--- src/rtl/ray_scheduler.sv ---
// ray_scheduler
// Pops one ray from the ray FIFO and then writes one intersection entry per
// triangle (IDs 0..n-1) into the intersection FIFO, honouring backpressure.
// Keeps a running count of fully issued rays.
//
// Optional feature: define SCHED_FLUSH_EN to enable flush sentinel entries,
// which let the accumulator emit the last ray's result without waiting for
// another ray to arrive.
//
// state | meaning
// IDLE  | waiting for a ray (or, with SCHED_FLUSH_EN, a flush request)
// ISSUE | writing triangle entries 0..n-1 for the current ray
// FLUSH | writing one flush sentinel entry (SCHED_FLUSH_EN only)
module ray_scheduler #(
    parameter int D_BITS = 32,
    parameter int M_BITS = 12,
    parameter int C_BITS = 16
) (
    input  logic                     clock,
    input  logic                     reset,
    input  logic                     ray_empty,
    output logic                     ray_rd_en,
    input  logic signed [D_BITS-1:0] ray_origin [3],
    input  logic signed [D_BITS-1:0] ray_dir    [3],
    input  logic        [M_BITS-1:0] num_tri,
    input  logic                     tri_full,
    output logic                     tri_wr_en,
    output logic signed [D_BITS-1:0] tri_origin [3],
    output logic signed [D_BITS-1:0] tri_dir    [3],
    output logic        [M_BITS-1:0] tri_ID,
    output logic                     tri_flush,
    input  logic                     flush_req,
    output logic                     busy,
    output logic        [C_BITS-1:0] ray_count
);

    typedef enum logic [1:0] {
        IDLE  = 2'd0,
`ifdef SCHED_FLUSH_EN
        FLUSH = 2'd2,
`endif
        ISSUE = 2'd1
    } state_t;

    localparam logic [M_BITS-1:0] ID_ONE    = M_BITS'(1);
    localparam logic [C_BITS-1:0] COUNT_ONE = C_BITS'(1);

    state_t            state;
    state_t            state_next;
    logic [M_BITS-1:0] n_lat;
    logic              last_entry;
    logic              issue_accept;
    logic              ray_done;

    // Current entry is the last of the ray; n_lat is nonzero whenever in ISSUE.
    assign last_entry   = (tri_ID == (n_lat - ID_ONE));
    assign issue_accept = (state == ISSUE) && tri_wr_en;
    // A zero-triangle ray completes at its pop; otherwise on its last write.
    assign ray_done     = (ray_rd_en && (num_tri == '0)) || (issue_accept && last_entry);

`ifdef SCHED_FLUSH_EN
    logic pending;
    logic flush_start;
    logic flush_accept;

    assign flush_accept = (state == FLUSH) && tri_wr_en;
`else
    logic unused_flush_req;

    assign unused_flush_req = flush_req;
    assign tri_flush        = 1'b0;
`endif

    // Next-state decode and the combinational FIFO handshakes.
    always_comb begin
        state_next = state;
        ray_rd_en  = 1'b0;
        tri_wr_en  = 1'b0;
`ifdef SCHED_FLUSH_EN
        flush_start = 1'b0;
`endif
        case (state)
            IDLE: begin
                if (!ray_empty) begin
                    ray_rd_en = 1'b1;
                    if (num_tri != '0) begin
                        state_next = ISSUE;
                    end
                end
`ifdef SCHED_FLUSH_EN
                else if (flush_req && pending) begin
                    flush_start = 1'b1;
                    state_next  = FLUSH;
                end
`endif
            end
            ISSUE: begin
                if (!tri_full) begin
                    tri_wr_en = 1'b1;
                    if (last_entry) begin
                        state_next = IDLE;
                    end
                end
            end
`ifdef SCHED_FLUSH_EN
            FLUSH: begin
                if (!tri_full) begin
                    tri_wr_en  = 1'b1;
                    state_next = IDLE;
                end
            end
`endif
            default: state_next = IDLE;
        endcase
        if (reset) begin
            ray_rd_en = 1'b0;
            tri_wr_en = 1'b0;
`ifdef SCHED_FLUSH_EN
            flush_start = 1'b0;
`endif
        end
    end

    // State register; busy is a registered decode of the next state.
    always_ff @(posedge clock) begin
        if (reset) begin
            state <= IDLE;
            busy  <= 1'b0;
        end else begin
            state <= state_next;
            busy  <= (state_next != IDLE);
        end
    end

    // Entry data: latch the ray at pop, step the triangle ID on each accepted write.
    always_ff @(posedge clock) begin
        if (reset) begin
            for (int i = 0; i < 3; i++) begin
                tri_origin[i] <= '0;
                tri_dir[i]    <= '0;
            end
            tri_ID <= '0;
            n_lat  <= '0;
        end else if (ray_rd_en) begin
            for (int i = 0; i < 3; i++) begin
                tri_origin[i] <= ray_origin[i];
                tri_dir[i]    <= ray_dir[i];
            end
            tri_ID <= '0;
            n_lat  <= num_tri;
        end else if (issue_accept && !last_entry) begin
            tri_ID <= tri_ID + ID_ONE;
        end
`ifdef SCHED_FLUSH_EN
        else if (flush_start) begin
            for (int i = 0; i < 3; i++) begin
                tri_origin[i] <= '0;
                tri_dir[i]    <= '0;
            end
            tri_ID <= '0;
        end
`endif
    end

`ifdef SCHED_FLUSH_EN
    // Sentinel marker and the flag that a ray has been issued since the last sentinel.
    always_ff @(posedge clock) begin
        if (reset) begin
            tri_flush <= 1'b0;
            pending   <= 1'b0;
        end else begin
            if (ray_rd_en) begin
                tri_flush <= 1'b0;
                pending   <= 1'b1;
            end else if (flush_start) begin
                tri_flush <= 1'b1;
            end
            if (flush_accept) begin
                pending <= 1'b0;
            end
        end
    end
`endif

    // Completed-ray counter, wraps modulo 2^C_BITS.
    always_ff @(posedge clock) begin
        if (reset) begin
            ray_count <= '0;
        end else if (ray_done) begin
            ray_count <= ray_count + COUNT_ONE;
        end
    end

endmodule

--- config.mk ---
export PLATFORM = sky130hd
export DESIGN_NAME = ray_scheduler
export DESIGN_NICKNAME = d
export VERILOG_FILES = /design/src/rtl/ray_scheduler.sv
export SDC_FILE = /design/constraint.sdc
export NUM_CORES = 1
export LEC_CHECK = 0
export CORE_AREA = 10 10 158 160
export DETAILED_ROUTE_END_ITERATION = 6
export DIE_AREA = 0 0 168 170
export PLACE_DENSITY = 0.76
export SLEW_MARGIN = 10
export SYNTH_ARGS = -nofsm -noshare
export SYNTH_HDL_FRONTEND = slang
export SYNTH_SLANG_ARGS = --single-unit
--- constraint.sdc ---
create_clock -name clock -period 3 [get_ports clock]
set_input_delay 0.45 -clock clock [delete_from_list [all_inputs] [get_ports clock]]
set_output_delay 0.45 -clock clock [all_outputs]
set_load 0.05 [all_outputs]
==> impl_metrics.yaml <==
floorplan:
  die_w_um: 168
  start_util: 0.364
  num_rows: 54
  ioPinCount: 433
  die_h_um: 170
  core_region_area_um2: 21700
  dieArea_um2: 28600
clock_network:
  clk_path_buf_depth: 3
  clkTransAtPathRegs_ns: 0.06
  clkLatencyLatePin_ns: 0.53
  postCtsHoldBufs: 0
  cts_setup_buffers: 0
  cts_inserted_buffers: 27
  clock-sinks: 235
  cts_tree: "built"
  root_buffer: "clkbuf_16"
  h-tree-depth: 1
  cts_resized: 0
drt:
  firstDrtPassIters: 4
  drc: 0
  vias_per_cell: 5.19
  via_count: 7264
  drt_iter0_markers: 454
  wl_per_cell_um: 21.7
  wl_um: 30400
  ant_nets: 0
power_and_ir_drop:
  ir_worst_vdd_v: 0.000425
  p_comb_frac: 0.170
  seq_power_share: 0.427
  p_leak_uw: 0.00505
  clockPowerShare: 0.403
  p_sw_uw: 2080
  pwr_density_cell_nw_per_um2: 586
  switching_share: 0.266
  p_int_uw: 5750
critical_path:
  crit_path_frequent_cell: "buf_4"
  required_ns: 3.44
  ff2ff_setup_slack_ns: 0.22
  cp_cell_sequence: "inv_1 > ha_1 > nor3b_1 > buf_4 > and3_1 > o21a_1 > o31ai_2 > a31oi_2 > buf_4 > or3_1 > a21oi_1"
  cp.arrival_ns: 3.22
  critPathKind: "flip-flop to flip-flop"
  start_kind: "flip-flop"
  cp_max_fo: 15
  max_stage_delay_ns: 0.38
  r2r-end: "ray_count[6]"
  reg2regPathDepth: 11
  regToRegStartpoint: "n_lat[0]"
  worst_path_max_delay_cell: "dfxtp_1"
  critPathCaptureType: "flip-flop"
timing:
  fin_crit_ns: 2.78
  relSlewSlack: 0.584
  hold_ws_ns: 0.470
  final.period_utilization: 0.926
  max_freq_mhz: 360
  skew_ns: 0.0163
  setup_tns_ns: 0
  rsz0062_at_grt: "no"
  finalMaxSlewViolations: 0
  hold_viol: 0
  fin_ws_ns: 0.223
  worst_pin_slew_ns: 0.623
  finalSetupViolCount: 0
synth:
  synthFlopType: "dfxtp_1"
  yosysSeqAreaShare: 0.596
  synth_common_cells: "235 x dfxtp_1, 202 x a22o_1, 45 x clkbuf_1"
  synth_area_leaders: "dfxtp_1 60%, a22o_1 22%, clkbuf_1 2.1%"
  yosysMostFrequentCell: "dfxtp_1"
  ys_types: 47
  synth_area_per_cell_um2: 11.5
  async_flop_share: 0
  ys_seq_elements: 235
  synth_area_um2: 7900
  synth_edf_count: 0
  syn_inst: 685
  synth_top_area_frac: 0.596
  synth_top_cell_by_area: "dfxtp_1"
  yosysWarningCount: 0
placement:
  placed_cells: 1350
  postPlaceCellArea_um2: 12500
  dp_hpwl_um: 22800
  routabilityCongestion: 0.821
  post-place-ws_ns: 0.270
  io_buffers: 430
finish:
  fill_cells: 1756
  drive_above_1_share: 0.0556
  multi_input_area_um2: 2970
  area_delta_synth_final_pct: 69.3
  ff_latch_area_um2: 4700
  nets: 1311
  fin_area_um2: 13400
  instances_no_fill: 1399
grt:
  grt_max_degree: 106
  grt-ovfl-total: 0
  grt_pass1_wl_um: 45100
  antenna_found_initial: 2
  grt_pass1_vias: 7478
  grt_usage: 0.196
outcome:
  status: "complete, no violations"
hold_path:
  whs_path_depth: 1
  min_path_type: "flip-flop to flip-flop"
  min_from: "tri_origin[64]"
  worst_hold_path.endpoint: "tri_origin[64]"
job:
  drv_cap: 0
==> stage by stage <==
stage	utilization	power, uW
detailed placement	0.577	4740
floorplan	-	4100
CTS	0.616	7910
finish	0.616	7830
global placement	0.577	4730
global route	0.616	8110
==> critical path: cells and delay by family, from the launching register on <==
kind	cells	cell delay (ns)
simple gates	3	0.69
compound gates	4	0.90
fa+ha+maj	1	0.24
flops	1	0.38
buf+inv	3	0.48
==> cell families after synthesis <==
logic type               count (synthesis)  synth area share
AND/OR/NAND/NOR                         98            0.0735
XOR/XNOR                                15            0.0166
adder cells (fa/ha/maj)                  3           0.00475
other                                    1          0.000475
AO/OA/AOI/OAI                          266             0.273
buffers and inverters                   63            0.0309
multiplexers                             4           0.00507
flip-flops                             235             0.596
==> power groups by stage <==
stage	clock network, uW	registers [uW]	logic (uW)
2_1_floorplan	0	3840	258
3_3_place_gp	0	3400	1320
3_5_place_dp	0	3410	1330
4_1_cts	3230	3340	1340
5_1_grt	3370	3360	1380
6_report	3160	3350	1330
==> final cells by class <==
cell class | count | share of cell area
sequential | 235 | 0.352
timing repair buffer | 440 | 0.333
multi-input combinational | 388 | 0.222
clock buffer | 39 | 0.0591
tap | 280 | 0.0262
clock inverter | 7 | 0.00505
inverter | 7 | 0.00197
antenna | 3 | 0.000561
==> worst max-delay path by stage <==
stage              start            end  slack (ns)  cells past startpoint
3_3_place_gp    n_lat[0]   ray_count[3]        0.35                     11
3_5_place_dp    n_lat[0]   ray_count[4]        0.27                     11
2_1_floorplan  tri_ID[9]  ray_count[11]        0.20                      8
5_1_grt         n_lat[0]   ray_count[4]        0.05                     11
6_report        n_lat[0]   ray_count[6]        0.22                     11
4_1_cts         n_lat[0]   ray_count[7]        0.26                     11
==> cells in the final DEF (no fill, tap or decap), types with 3 or more instances in the layout <==
| cell type | n |
|---|---|
| o21ai_0 | 5 |
| clkbuf_8 | 7 |
| a21oi_1 | 25 |
| nand2_1 | 10 |
| nor4_1 | 6 |
| o31ai_1 | 7 |
| inv_1 | 7 |
| mux2i_1 | 4 |
| buf_12 | 6 |
| nor3b_1 | 4 |
| xnor2_1 | 8 |
| clkinv_2 | 4 |
| clkbuf_1 | 5 |
| nor2_1 | 11 |
| nand3_1 | 12 |
| nor3_1 | 4 |
| clkbuf_16 | 27 |
| clkdlybuf4s50_1 | 428 |
| xor2_1 | 7 |
| diode_2 | 3 |
| a22o_1 | 202 |
| dfxtp_1 | 235 |
| or4_1 | 8 |
| or3_1 | 16 |
| o21ai_1 | 14 |
| nand4_1 | 6 |
| ha_1 | 3 |
| buf_4 | 6 |
| and3_1 | 7 |
==> sequential cells by signal (all words and copies together) (netlist names) <==
| signal | count |
|---|---|
| busy | 1 |
| n_lat | 12 |
| ray_count | 16 |
| state | 2 |
| tri_ID | 12 |
| tri_dir | 96 |
| tri_origin | 96 |
==> routing by layer <==
layer | wire [um] | vias to the layer above | GRT usage
met4 | 1050 | 2 | 0.0700
met3 | 2850 | 61 | 0.0827
met5 | 13 | - | 0
met2 | 15200 | 285 | 0.338
li1 | - | 3462 | -
met1 | 11300 | 3454 | 0.213
(Power assumes the default switching activity.)
